File: src/rtl/act_pkg.sv
// act_pkg: shared config addresses and sink state encoding for the activation stage.
package act_pkg;
  localparam logic [5:0] ACT_CFG_MODE    = 6'h30;
  localparam logic [5:0] ACT_CFG_WB_BASE = 6'h34;
  localparam logic [5:0] ACT_CFG_WB_LEN  = 6'h35;
  typedef enum logic [1:0] {IDLE, RUN, DRAIN, FIN} sink_state_e;
endpackage

File: src/rtl/act_sync_fifo.sv
// act_sync_fifo: single-clock FIFO whose head is read straight from storage flops.
module act_sync_fifo #(
  parameter int WIDTH = 128,
  parameter int DEPTH = 4
) (
  input  logic             clk,
  input  logic             rst,
  input  logic             push,
  input  logic             pop,
  input  logic [WIDTH-1:0] wdata,
  output logic [WIDTH-1:0] head,
  output logic             full,
  output logic             empty
);
  localparam int AW = $clog2(DEPTH);
  logic [WIDTH-1:0] mem [DEPTH];
  logic [AW-1:0] wr_ptr, rd_ptr;
  logic [AW:0] count;
  logic do_push, do_pop;
  assign do_push = push && !full;
  assign do_pop  = pop && !empty;
  assign full    = count == (AW+1)'(DEPTH);
  assign empty   = count == '0;
  assign head    = mem[rd_ptr];
  always_ff @(posedge clk or posedge rst) begin
    if (rst) begin
      wr_ptr <= '0;
      rd_ptr <= '0;
      count  <= '0;
      for (int i = 0; i < DEPTH; i++) mem[i] <= '0;
    end else begin
      if (do_push) begin
        mem[wr_ptr] <= wdata;
        wr_ptr      <= wr_ptr + AW'(1);
      end
      if (do_pop) rd_ptr <= rd_ptr + AW'(1);
      count <= count + (AW+1)'(do_push) - (AW+1)'(do_pop);
    end
  end
endmodule

File: src/rtl/act_wb_sink.sv
// act_wb_sink: buffers activation beats and writes them to the scratchpad from a base address,
// checking the beat count against the programmed length.
module act_wb_sink
  import act_pkg::*;
#(
  parameter int AXI_WIDTH  = 128,
  parameter int ADDR_WIDTH = 16,
  parameter int FIFO_DEPTH = 4
) (
  input  logic                  clk,
  input  logic                  rst,
  input  logic                  start,
  input  logic                  cfg_wr_en,
  input  logic [5:0]            cfg_addr,
  input  logic [63:0]           cfg_wdata,
  input  logic                  in_valid,
  output logic                  in_ready,
  input  logic [AXI_WIDTH-1:0]  in_data,
  input  logic                  in_last,
  output logic                  mem_req,
  input  logic                  mem_gnt,
  output logic [ADDR_WIDTH-1:0] mem_addr,
  output logic [AXI_WIDTH-1:0]  mem_wdata,
  output logic                  busy,
  output logic                  done,
  output logic                  err
);
  sink_state_e state;
  logic [ADDR_WIDTH-1:0] cfg_base, work_base, wr_idx;
  logic [15:0] cfg_len, work_len, beat_cnt;
  logic [16:0] cnt_next;
  logic fifo_full, fifo_empty, accept, wr;
  logic unused_cfg;
  assign unused_cfg = ^cfg_wdata;
  assign accept   = in_valid && in_ready;
  assign wr       = mem_req && mem_gnt;
  assign cnt_next = {1'b0, beat_cnt} + 17'd1;
  assign in_ready = (state == RUN) && !fifo_full;
  assign mem_req  = !fifo_empty;
  assign mem_addr = work_base + wr_idx;
  assign busy     = state != IDLE;
  assign done     = state == FIN;
  act_sync_fifo #(.WIDTH(AXI_WIDTH), .DEPTH(FIFO_DEPTH)) u_fifo (
    .clk   (clk),
    .rst   (rst),
    .push  (accept),
    .pop   (wr),
    .wdata (in_data),
    .head  (mem_wdata),
    .full  (fifo_full),
    .empty (fifo_empty)
  );
  always_ff @(posedge clk or posedge rst) begin
    if (rst) begin
      state     <= IDLE;
      cfg_base  <= '0;
      cfg_len   <= '0;
      work_base <= '0;
      work_len  <= '0;
      wr_idx    <= '0;
      beat_cnt  <= '0;
      err       <= 1'b0;
    end else begin
      if (cfg_wr_en && cfg_addr == ACT_CFG_WB_BASE) cfg_base <= cfg_wdata[ADDR_WIDTH-1:0];
      if (cfg_wr_en && cfg_addr == ACT_CFG_WB_LEN) cfg_len <= cfg_wdata[15:0];
      if (wr) wr_idx <= wr_idx + ADDR_WIDTH'(1);
      case (state)
        IDLE: if (start) begin
          work_base <= cfg_base;
          work_len  <= cfg_len;
          wr_idx    <= '0;
          beat_cnt  <= '0;
          err       <= 1'b0;
          state     <= (cfg_len == '0) ? FIN : RUN;
        end
        RUN: if (accept) begin
          beat_cnt <= cnt_next[15:0];
          // last exactly at len is clean; early last or count hit without last is a framing error
          if (in_last || cnt_next == {1'b0, work_len}) begin
            state <= DRAIN;
            err   <= in_last ? (cnt_next < {1'b0, work_len}) : 1'b1;
          end
        end
        DRAIN: if (fifo_empty) state <= FIN;
        default: state <= IDLE;
      endcase
    end
  end
endmodule

File: config.mk
export PLATFORM = sky130hd
export DESIGN_NAME = act_wb_sink
export DESIGN_NICKNAME = d
export VERILOG_FILES = /design/src/rtl/act_pkg.sv /design/src/rtl/act_sync_fifo.sv /design/src/rtl/act_wb_sink.sv
export SDC_FILE = /design/constraint.sdc
export NUM_CORES = 1
export LEC_CHECK = 0
export BUFFER_PORTS_ARGS = -buffer_cell sky130_fd_sc_hd__buf_2
export CAP_MARGIN = 20
export CORE_UTILIZATION = 56
export DETAILED_ROUTE_END_ITERATION = 7
export GPL_TIMING_DRIVEN = 0
export PLACE_DENSITY = 0.77
export SLEW_MARGIN = 20
export SYNTH_ARGS = -nofsm -noshare
export SYNTH_HDL_FRONTEND = slang
export SYNTH_SLANG_ARGS = --single-unit
File: constraint.sdc
create_clock -name clk -period 42 [get_ports clk]
set_input_delay 2.1 -clock clk [delete_from_list [all_inputs] [get_ports clk]]
set_output_delay 2.1 -clock clk [all_outputs]
set_load 0.05 [all_outputs]
# Word level (Yosys, flattened, before mapping)
# Index checks and enable logic that the tools add are counted.
dict set report word_totals {
  wordCells 82
  regBits 618
  in_bits 205
  output_inout_bits 149
}
dict set report classes {
  n_reduce_logical 20
  magnitude_cmp 4
  add_sub_neg 7
  n_eq_ne 11
  mux 23
  n_bitwise 2
}
# op count
set op_table {}
lappend op_table {{512-bit bitwise mux} 1}
lappend op_table {{128-bit 2-to-1 mux} 3}
lappend op_table {{128-bit binary-select mux with 2-bit select} 1}
lappend op_table {{128-bit demux with 2-bit select} 1}
lappend op_table {{16-bit 2-to-1 mux} 5}
lappend op_table {{16-bit case mux with 2 select lines} 1}
lappend op_table {{16-bit by 1-bit adder with 17-bit output (second input constant)} 1}
lappend op_table {{17-bit by 16-bit equality test with 1-bit output} 1}
lappend op_table {{17-bit by 16-bit < comparator with 1-bit output} 1}
lappend op_table {{16-bit by 1-bit adder with 16-bit output (second input constant)} 1}
lappend op_table {{16-bit adder} 1}
lappend op_table {{16-bit logical NOT} 1}
lappend op_table {{6-bit equality test (second input constant)} 2}
lappend op_table {{2-bit 2-to-1 mux} 5}
lappend op_table {{1-bit logical AND} 8}
lappend op_table {{4-bit AND reduction} 2}
lappend op_table {{3-bit greater-or-equal comparator (second input constant)} 2}
lappend op_table {{2-bit by 1-bit != test with 1-bit output (second input constant)} 3}
lappend op_table {{2-bit inverter with 3-bit output} 2}
lappend op_table {{2-bit case mux with 3 select lines} 1}
lappend op_table {{2-bit by 1-bit adder with 2-bit output (second input constant)} 2}
lappend op_table {{2-bit equality test (second input constant)} 2}
lappend op_table {{1-bit 2-to-1 mux} 4}
lappend op_table {{2-bit nonzero test} 2}
lappend op_table {{other kinds (13)} 14}

# Depth between registers and ports, before layout
dict set report logic_depth {
  ltp_word 7
  mapped_depth 13
  depth_no_buf 13
}

# Cells and area by module
# Synthesis repeated with hierarchy kept, for this count alone.
dict set report unflattened {
  hier_cells 1838
  area_unflattened_um2 29784.8
}
# module n_inst cells_each seq_area_each_um2 area_each_um2
set by_module_without_submodules {}
lappend by_module_without_submodules {act_sync_fifo 1 1274 12987.5 24323.3}
lappend by_module_without_submodules {act_wb_sink 1 564 2477.4 5461.5}

# Least setup slack after synthesis
# OpenSTA, ideal clock, no wires.
dict set report synth_timing {
  kind {reg2out}
  startpoint {register wr_idx[0]}
  endpoint {output port mem_addr[8]}
  arrival_ps 2503
  stages_incl_launch_ff 10
  n_path_buf 0
  path_slack_ps 37397
  required_time_ps 39900
  path_cell_list {dfrtp_1 ha_1 inv_1 fa_1 nor2b_1 o21ai_0 a21oi_1 nor2b_1 o21ai_0 xor2_1}
}
dict set report synth_via {
  elab_chain_len 1
}
# element line
set synth_lines {}
lappend synth_lines {{start, declared} act_wb_sink.sv:29} ;# logic [ADDR_WIDTH-1:0] cfg_base, work_base, wr_idx;
lappend synth_lines {{start signal, assigned} act_wb_sink.sv:66} ;# if (wr) wr_idx <= wr_idx + ADDR_WIDTH'(1);
lappend synth_lines {{16-bit adder} act_wb_sink.sv:40} ;# assign mem_addr = work_base + wr_idx;
lappend synth_lines {{end, declared} act_wb_sink.sv:22} ;# output logic [ADDR_WIDTH-1:0] mem_addr,
# Every way passes these cells.

# Worst setup path after layout
dict set report layout_timing {
  startpoint {register wr_idx[0]}
  endpoint {output port mem_addr[14]}
}
# Same word-level chain as after synthesis.

==> results.json <==
{
  "status": "finished clean",
  "drt_iter0_markers": 746,
  "hold_start": "u_fifo.mem[334]",
  "slew_headroom": 0.3431,
  "maxCapViolations": 0,
  "power_frac_clock": 0.224,
  "cts_buffers": 69,
  "setup_viol": 0,
  "synth_fp_nets": 2079,
  "grt_max_degree": 116,
  "gp_routability_congestion": 0.8633,
  "p_sw_frac": 0.3955,
  "drtPass1Iterations": 5,
  "synth.cell_area_um2": 27930,
  "drc": 0,
  "p_per_area_nw_per_um2": 85.67,
  "root_buffer": "clkbuf_16",
  "crit_path_end_kind": "output port",
  "place_inst": 2804,
  "vdd_drop_max_v": 0.00007327,
  "crit_type": "flop to output port",
  "final_nets": 2461,
  "tightestPinTransition_ns": 0.9854,
  "synth_edf_count": 0,
  "fmax_mhz": 184.4,
  "total_power_mw": 2.816,
  "syn_to_final_growth_pct": 17.70,
  "holdPathEnd": "u_fifo.mem[334]",
  "finClkSkew_ns": 0.01231,
  "critPathLaunchType": "flop",
  "hold_depth": 1,
  "core-area_um2": 49050,
  "tns_ns": 0,
  "clkTransAtPathRegs_ns": 0.06,
  "cts.htree.levels": 3,
  "cts_resized": 0,
  "reg2reg_depth": 13,
  "start_util": 0.5694,
  "synth_flop_cell": "dfrtp_1",
  "die_y_um": 225.3,
  "die-area_um2": 50780,
  "yosysSeqAreaShare": 0.5537,
  "drive_gt1_frac": 0.5352,
  "regToRegSetupSlack_ns": 38.60,
  "switchingPower_mw": 1.114,
  "vias": 16850,
  "clock_latency_ns": 0.59,
  "clock_sinks": 618,
  "period_needed_ns": 5.423,
  "vias_per_cell": 5.755,
  "cts_tree": "yes",
  "grt_usage": 0.2555,
  "yosysWarnings": 0,
  "combPwrFrac": 0.439,
  "yosysUniqueCellTypes": 56,
  "fin_cells": 2928,
  "cp.arrival_ns": 3.32,
  "pwr-share-seq": 0.337,
  "antenna_found_initial": 12,
  "p_leak_nw": 15.70,
  "worst_hold_slack_ns": 0.4986,
  "post-cts-setup-buffers": 0,
  "internal_power_mw": 1.702,
  "routedWlPerCell_um": 21.70,
  "cts_buffer_depth": 3,
  "routed_wl_um": 63530,
  "reg2reg_from": "beat_cnt[0]",
  "port_buffers": 305,
  "grt_pass1_wl_um": 99370,
  "async_flop_share": 1.000,
  "slew_violations": 0,
  "min_period_over_period": 0.1291,
  "row_count": 81,
  "reg2reg_to": "state[1]",
  "cp_data_required_time_ns": 39.90,
  "hp-class": "flop to flop",
  "hpwl_um": 43940,
  "grt-ovfl-total": 0,
  "grt_pass1_vias": 18170,
  "ctsHoldBuffers": 0,
  "hold_viol": 0,
  "synth_area_per_cell_um2": 15.27,
  "ios": 354,
  "synth_seq_cells": 618,
  "grt_setup_unrepaired": "no",
  "drtAntennaViolNets": 0,
  "crit_fanout": 4,
  "netlist_instances": 1829,
  "dieWidth_um": 225.3
}
metrics by stage:
stage / utilization / setup slack [ns] / instance area, µm²
global route: 0.6702 / 36.40 / 32880
CTS: 0.6700 / 36.57 / 32860
floorplan: - / 22.59 / 27930
detailed placement: 0.6210 / 37.22 / 30460
global placement: 0.6175 / 17.41 / 30290
finish: 0.6702 / 36.58 / 32880
per-layer routing:
layer  up-vias  share of wire  routed length, µm  GRT usage
met5         -         0.0014                 88          0
met4        14          0.034               2166    0.09414
met3       130          0.061               3848    0.06349
met2       420           0.49              31410     0.4204
met1      8805           0.41              26010     0.3290
li1       7481              -                  -          -
sequential cells by signal, indices dropped and copies added (netlist names):
signal,flops
cfg_len,16
cfg_base,16
u_fifo.wr_ptr,2
work_base,16
work_len,16
state,2
wr_idx,16
u_fifo.count,3
u_fifo.rd_ptr,2
err,1
beat_cnt,16
u_fifo.mem,512
worst max-delay path, stage by stage, from the launching register on:
cell,delay [ns]
dfrtp_1,0.46
ha_1,0.24
inv_1,0.07
fa_1,0.41
nor2b_1,0.14
o21ai_0,0.12
a21oi_1,0.31
o21ai_0,0.21
nand3_1,0.12
or3b_2,0.44
buf_2,0.22
cell usage in the layout, fill, tap and decap left out, drive strengths merged, types with 2 or more instances in the layout:
cell,count
or2,2
xor2,19
buf,403
fa,2
o21a,2
xnor2,21
inv,39
o21ai,48
diode,5
clkinvlp,2
a2111o,2
o211ai,5
o31ai,2
nor4,6
clkinv,9
nor3,7
mux2i,2
and4,3
mux4,128
nand3,21
nand2,73
and3,4
nand2b,3
bufinv,8
nand4,11
dfrtp,618
nor2b,5
ha,43
a21oi,33
clkbuf,113
nor2,35
mux2,562
or3,7
a22o,3
a21o,5
logic make-up after synthesis:
logic type      share of synthesized area
xor+xnor                          0.01254
flops                              0.5537
buf+inv                           0.02809
mux                                0.3305
compound gates                    0.02334
simple gates                      0.03118
fa+ha+maj                         0.02070
area by class of cell:
cell class,instances,area [µm²]
fillers,3486,16180
flip-flops and latches,618,15460
multi-input cells,1067,11680
clock buffers,100,2098
repair buffers,311,1692
well taps,664,830.8
plain buffers,105,638.1
clock inverters,19,304.0
inverters,39,153.9
diodes,5,12.51
how the worst max path moves through the flow:
stage                          from               to  depth (start not counted)
final                     wr_idx[0]     mem_addr[14]                         10
after global routing      wr_idx[0]     mem_addr[14]                         10
after CTS                 wr_idx[0]     mem_addr[14]                         10
after detailed placement  wr_idx[0]     mem_addr[14]                         10
after global placement          rst  u_fifo.mem[225]                          2
after floorplan                 rst      beat_cnt[0]                          1
synthesized netlist by cell type (3+ instances only):
master | n | share of area
clkbuf_1 | 12 | 0.0016
mux2_2 | 562 | 0.23
or3_1 | 4 | 0.00090
buf_1 | 7 | 0.00094
nand2_1 | 73 | 0.0098
inv_1 | 38 | 0.0051
o211ai_1 | 5 | 0.0013
buf_4 | 52 | 0.014
xor2_1 | 19 | 0.0060
a21oi_1 | 33 | 0.0059
buf_2 | 32 | 0.0057
nor3_1 | 6 | 0.0011
mux4_2 | 128 | 0.10
nor2b_1 | 5 | 0.0011
and3_1 | 3 | 0.00067
o21ai_0 | 47 | 0.0084
nor4_1 | 6 | 0.0013
nand4_1 | 10 | 0.0022
xnor2_1 | 21 | 0.0066
a22o_1 | 3 | 0.00094
nand3_1 | 21 | 0.0038
nand2b_1 | 3 | 0.00067
nor2_1 | 35 | 0.0047
a21o_1 | 5 | 0.0013
ha_1 | 43 | 0.019
dfrtp_1 | 618 | 0.55
and4_1 | 3 | 0.00094
power by group through the flow:
stage / clock, mW / combinational, mW / sequential [mW]
after floorplan: 0 / 0.988 / 0.916
after global placement: 0 / 1.22 / 0.938
after detailed placement: 0 / 1.24 / 0.955
after CTS: 0.644 / 1.25 / 0.947
after global routing: 0.664 / 1.30 / 0.976
final: 0.632 / 1.24 / 0.949
Power figures use the tool's default switching activity.
